**config.mk**
```make
export PLATFORM = sky130hd
export DESIGN_NAME = fetch_decoder
export DESIGN_NICKNAME = d
export VERILOG_FILES = /design/src/rtl/cpu_pkg.sv /design/src/rtl/op_lut.sv /design/src/rtl/fetch_decoder.sv
export SDC_FILE = /design/constraint.sdc
export NUM_CORES = 1
export LEC_CHECK = 0
export BUFFER_PORTS_ARGS = -buffer_cell sky130_fd_sc_hd__buf_2
export CORE_ASPECT_RATIO = 1.25
export CORE_MARGIN = 2
export CORE_UTILIZATION = 33
export DETAILED_ROUTE_END_ITERATION = 7
export GPL_TIMING_DRIVEN = 0
export MAX_ROUTING_LAYER = met4
export PLACE_DENSITY = 0.49
export SETUP_SLACK_MARGIN = 0.15
export SYNTH_ARGS = -nofsm -noshare
export SYNTH_HDL_FRONTEND = slang
export SYNTH_SLANG_ARGS = --single-unit
```
**constraint.sdc**
```tcl
create_clock -name clk -period 3.52 [get_ports clk]
set_input_delay 0.704 -clock clk [delete_from_list [all_inputs] [get_ports clk]]
set_output_delay 0.704 -clock clk [all_outputs]
set_load 0.02 [all_outputs]
```
**src/rtl/cpu_pkg.sv**
```systemverilog
// Shared definitions for the byte-coded CPU front end: opcodes, flag bit
// positions, instruction sizes and the fetch FSM state encoding.
package cpu_pkg;

    localparam logic [7:0] OP_MOV = 8'd11;
    localparam logic [7:0] OP_ADD = 8'd18;
    localparam logic [7:0] OP_CMP = 8'd67;
    localparam logic [7:0] OP_JMP = 8'd74;
    localparam logic [7:0] OP_JEQ = 8'd69;
    localparam logic [7:0] OP_JGG = 8'd71;

    localparam int F_MOV = 5;
    localparam int F_ADD = 4;
    localparam int F_CMP = 3;
    localparam int F_JMP = 2;
    localparam int F_JEQ = 1;
    localparam int F_JGG = 0;

    localparam logic [1:0] SZ_MOV = 2'd3;
    localparam logic [1:0] SZ_ADD = 2'd1;
    localparam logic [1:0] SZ_CMP = 2'd1;
    localparam logic [1:0] SZ_JMP = 2'd2;
    localparam logic [1:0] SZ_JEQ = 2'd2;
    localparam logic [1:0] SZ_JGG = 2'd2;
    localparam logic [1:0] SZ_ILL = 2'd1;

    typedef enum logic [2:0] {
        S_IDLE,
        S_REQ,
        S_OP,
        S_ARG,
        S_ISSUE
    } state_t;

endpackage

```
**src/rtl/op_lut.sv**
```systemverilog
// Combinational opcode table: opcode byte to one-hot command flags, table
// instruction size and an illegal-opcode indication.
module op_lut
    import cpu_pkg::*;
(
    input  logic [7:0] opcode,
    output logic [5:0] flags,
    output logic [1:0] size,
    output logic       illegal
);

    always_comb begin
        flags   = '0;
        size    = SZ_ILL;
        illegal = 1'b0;
        case (opcode)
            OP_MOV: begin flags[F_MOV] = 1'b1; size = SZ_MOV; end
            OP_ADD: begin flags[F_ADD] = 1'b1; size = SZ_ADD; end
            OP_CMP: begin flags[F_CMP] = 1'b1; size = SZ_CMP; end
            OP_JMP: begin flags[F_JMP] = 1'b1; size = SZ_JMP; end
            OP_JEQ: begin flags[F_JEQ] = 1'b1; size = SZ_JEQ; end
            OP_JGG: begin flags[F_JGG] = 1'b1; size = SZ_JGG; end
            default: illegal = 1'b1;
        endcase
    end

endmodule

```
**src/rtl/fetch_decoder.sv**
```systemverilog
// Sequential fetch/decode front end: reads variable-length instructions from a
// synchronous-read memory and issues them to execute over valid/ready.
module fetch_decoder
    import cpu_pkg::*;
#(
    parameter int                ADDR_W   = 8,
    parameter int                MAX_LEN  = 3,
    parameter logic [ADDR_W-1:0] RESET_PC = '0,
    localparam int               SZ_W     = $clog2(MAX_LEN + 1),
    localparam int               ARG_W    = 8 * (MAX_LEN - 1)
) (
    input  logic              clk,
    input  logic              rst,
    input  logic              run,
    output logic              mem_en,
    output logic [ADDR_W-1:0] mem_addr,
    input  logic [7:0]        mem_rdata,
    output logic              cmd_valid,
    input  logic              cmd_ready,
    output logic [5:0]        cmd_flags,
    output logic [SZ_W-1:0]   cmd_size,
    output logic [ARG_W-1:0]  cmd_args,
    output logic [ADDR_W-1:0] cmd_pc,
    output logic              cmd_illegal,
    input  logic              redir_valid,
    input  logic [ADDR_W-1:0] redir_pc,
    output state_t            state
);

    logic [ADDR_W-1:0] pc;
    logic [SZ_W-1:0]   cnt;
    logic [5:0]        lut_flags;
    logic [1:0]        lut_size;
    logic              lut_illegal;
    logic [SZ_W-1:0]   dec_size;

    op_lut u_op_lut (
        .opcode  (mem_rdata),
        .flags   (lut_flags),
        .size    (lut_size),
        .illegal (lut_illegal)
    );

    always_comb begin
        dec_size = SZ_W'(lut_size);
        if (int'(lut_size) > MAX_LEN) dec_size = SZ_W'(MAX_LEN);
    end

    // Handshake: cmd_valid rises only once the whole instruction is captured;
    // cmd_* then hold until a cycle with cmd_valid && cmd_ready, and cmd_valid
    // never drops without that transfer unless a redirect or reset discards it.
    // mem_en/mem_addr are registered one cycle ahead: the address set here is
    // on the bus next cycle and its data returns the cycle after that.
    always_ff @(posedge clk or posedge rst) begin
        if (rst) begin
            state       <= S_IDLE;
            pc          <= RESET_PC;
            cnt         <= '0;
            mem_en      <= 1'b0;
            mem_addr    <= '0;
            cmd_valid   <= 1'b0;
            cmd_flags   <= '0;
            cmd_size    <= '0;
            cmd_args    <= '0;
            cmd_pc      <= '0;
            cmd_illegal <= 1'b0;
        end else if (redir_valid && state != S_IDLE) begin
            pc        <= redir_pc;
            state     <= S_REQ;
            mem_en    <= 1'b1;
            mem_addr  <= redir_pc;
            cmd_valid <= 1'b0;
            cnt       <= '0;
        end else begin
            case (state)
                S_IDLE: begin
                    if (run) begin
                        state    <= S_REQ;
                        mem_en   <= 1'b1;
                        mem_addr <= pc;
                    end
                end
                S_REQ: begin
                    // The first argument byte is requested before the opcode
                    // is known so that 2-byte instructions need no extra cycle.
                    state    <= S_OP;
                    mem_en   <= 1'b1;
                    mem_addr <= pc + ADDR_W'(1);
                end
                S_OP: begin
                    cmd_flags   <= lut_flags;
                    cmd_size    <= dec_size;
                    cmd_illegal <= lut_illegal;
                    cmd_pc      <= pc;
                    cmd_args    <= '0;
                    cnt         <= SZ_W'(1);
                    if (dec_size == SZ_W'(1)) begin
                        mem_en    <= 1'b0;
                        cmd_valid <= 1'b1;
                        state     <= S_ISSUE;
                    end else begin
                        state    <= S_ARG;
                        mem_en   <= (int'(dec_size) > 2);
                        mem_addr <= pc + ADDR_W'(2);
                    end
                end
                S_ARG: begin
                    cmd_args[8*(int'(cnt)-1) +: 8] <= mem_rdata;
                    if (cnt == cmd_size - SZ_W'(1)) begin
                        mem_en    <= 1'b0;
                        cmd_valid <= 1'b1;
                        state     <= S_ISSUE;
                    end else begin
                        cnt      <= cnt + SZ_W'(1);
                        mem_en   <= (int'(cnt) + 3 <= int'(cmd_size));
                        mem_addr <= pc + ADDR_W'(cnt) + ADDR_W'(2);
                    end
                end
                S_ISSUE: begin
                    if (cmd_ready) begin
                        cmd_valid <= 1'b0;
                        pc        <= pc + ADDR_W'(cmd_size);
                        state     <= S_REQ;
                        mem_en    <= 1'b1;
                        mem_addr  <= pc + ADDR_W'(cmd_size);
                    end
                end
                default: state <= S_IDLE;
            endcase
        end
    end

endmodule
```
==> metrics.cfg <==
[sta]
min_period_ns=3.187
finClkSkew_ns=0.003915
fin_setup_tns_ns=0
fmax_ghz=0.3138
hold_viol_final=0
timing.final.crit_share_pct=90.53
worstMarginPinSlew_ns=1.017
drv_slew=0
max-slew-margin-rel_pct=31.70
setup-violations-final=0
rsz0062_at_grt=false

[synthesis]
ys_warn_count=0
async_flop_share_pct=100.0
ys_seq_elements=56
yosysMostFrequentCell=dfrtp_1
synth.yosys.seq_area_share_pct=41.79
yosysUniqueCellTypes=60
syn-mean-instance-area_um2=9.014
synthTopCellsByCount=dfrtp_1 (56), nand2_1 (52), nor2_1 (30)
synth.cell_area_um2=3353
synth_top_area_cell=dfrtp_1
netlist.area_leader.share_pct=41.79
synthTopCellsByArea=dfrtp_1 (42%), nand2_1 (5.8%), ha_1 (5.2%)
synth_nets=409
synthFlopType=dfrtp_1
synth_edf_count=0
synthCells=372

[grt]
grt_pass1_wl_um=16390
grt_max_degree=35
grt_overflow_total=0
antenna_found_initial=0
track_usage_pct=19.90
grt_pass1_vias=3075

[floorplanning]
dieArea_um2=10990
fp.dieW_um=94.16
start_util_pct=33.52
io-pin-count=67
die_h_um=116.7
rows=41
core_area_um2=10000

[place]
dp_hpwl_um=7575
place_congestion=0.9042
place_inst=565
port_buffers=63

[layout]
final_cells=573
drive_gt1_share_pct=20.72
area_growth_pct=19.18
fin_nets=480
antenna_cells=0
fillers=1050

[clock_tree]
cts_setup_buffers=0
h-tree-depth=2
cts_tree=yes
cts_root_buffer=clkbuf_16
cts_hold_buffers=0
clk_path_buf_depth=2
numCtsBuffers=5
clock_latency_ns=0.30
numClockSinks=56
clk_pin_slew_ns=0.07

[drt]
vias=3046
drtPass1Iterations=4
ant_nets=0
drtIter0Drc=169
wire_per_inst_um=17.35
avgViaCountPerCell=5.316
drt_wl_total_um=9940
drc=0

[critical_path]
path_depth=12
ff2ff_path_depth=12
critPathMaxFanout=11
crit_path_frequent_cell=inv_1
critical_path.top_delay_family=adder cells
cp_cell_sequence=inv_1 -> ha_1 -> inv_1 -> ha_1 -> inv_1 -> fa_1 -> nand2b_1 -> a311oi_1 -> a31oi_1 -> or3_1 -> a31oi_1 -> mux2_2
crit_slowest_cell=dfrtp_2
crit_type=register to register
crit_required_ns=3.77
max_stage_delay_ns=0.51
crit_buf_inv=3
critPathCaptureType=register
worst_ep_arrival_time_ns=3.43
start_kind=register

[pwr]
powerDensity_nw_per_um2=819.9
max-vdd-ir-drop_uv=260.4
p_leak_nw=1.876

[hold_path]
hold_class=input port to asynchronous set/reset pin

[job]
max-cap-violations=0

[outcome]
status=finished clean

[sequential cells by signal, summed over array words and instances, names as in the netlist, 2 cells and up]
register / flops
cmd_flags: 6
cmd_args: 16
state: 3
cmd_pc: 8
pc: 8
cmd_size: 2
mem_addr: 8
cnt: 2
[through the flow]
stage | instance area (µm²) | power, W | worst slack, ns | hold WS [ns] | util, %
6_report | 3996 | 0.003277 | 0.3334 | 0.4332 | 39.95
5_1_grt | 3996 | 0.003551 | 0.1531 | 0.4893 | 39.95
4_1_cts | 3995 | 0.003292 | 0.1709 | 0.4664 | 39.94
3_5_place_dp | 3850 | 0.002773 | 0.2174 | 0.4557 | 38.49
3_3_place_gp | 3830 | 0.002745 | 0.2208 | 0.4466 | 38.29
2_1_floorplan | 3353 | 0.002221 | 0.7858 | 0.4911 | -
[cell families after synthesis]
group,count (synthesis),synth area share [%]
compound gates,116,23.73
xor+xnor,7,2.239
fa+ha+maj,16,6.418
buf+inv,39,5.000
flops,56,41.79
mux,5,1.567
simple gates,133,19.25
[layout by cell type, fill, tap and decap left out, types with 4 or more instances in the layout]
master,instances
a21oi_1,21
buf_2,70
inv_1,15
nand2b_1,7
o22ai_1,5
a31oi_1,12
o22a_1,4
nor2b_1,5
nor2_1,30
clkbuf_16,5
o31ai_1,4
ha_1,14
o21ai_0,21
nor3_1,4
nand3_1,10
xnor2_1,4
o21a_1,4
a22o_1,16
nand2_1,52
dfrtp_1,55
nand3b_1,7
clkbuf_1,12
[per-layer routing]
metal / routed length [µm] / vias up / GRT usage (%)
li1: - / 1485 / -
met5: 0 / - / -
met4: 163 / 0 / 5.507
met3: 419 / 13 / 3.161
met1: 4488 / 1465 / 24.76
met2: 4868 / 83 / 33.67
[path summary, 6_finish.rpt]
check | from | end | slack [ns]
worst max-delay path | pc[1]$_DFFE_PP0P_ | mem_addr[7]$_DFFE_PP0P_ | 0.33
worst min-delay path | rst | cmd_args[11]$_DFFE_PP0P_ | 0.43
worst max register to register | pc[1]$_DFFE_PP0P_ | mem_addr[7]$_DFFE_PP0P_ | 0.33
worst min register to register | cmd_flags[3]$_DFFE_PP0P_ | cmd_flags[3]$_DFFE_PP0P_ | 0.47
max in group asynchronous | rst | pc[1]$_DFFE_PP0P_ | 2.51
min in group clk | cmd_flags[3]$_DFFE_PP0P_ | cmd_flags[3]$_DFFE_PP0P_ | 0.47
[power breakdown]
group / leakage [nW] / internal (W) / switching, W
clock: 0.0671 / 0.000267 / 0.000250
sequential: 0.717 / 0.000827 / 0.000176
combinational: 1.09 / 0.000657 / 0.00110
[repair_timing]
action	4_1_cts	5_1_grt
endpoints found under the setup margin	0	1
gates resized for setup	0	1
hold endpoints to repair	0	0
[area by class of cell]
cell class                 instances  area [µm²]  share of cell area [%]
timing repair buffer              64       335.3                   8.391
clock inverter                     2       16.27                  0.4070
tap                              129       161.4                   4.039
clock buffer                       6       128.9                   3.225
sequential                        56        1403                   35.10
inverter                          16       60.06                   1.503
multi-input combinational        277        1784                   44.65
buffer                            23       107.6                   2.693
(Power assumes the default switching activity.)
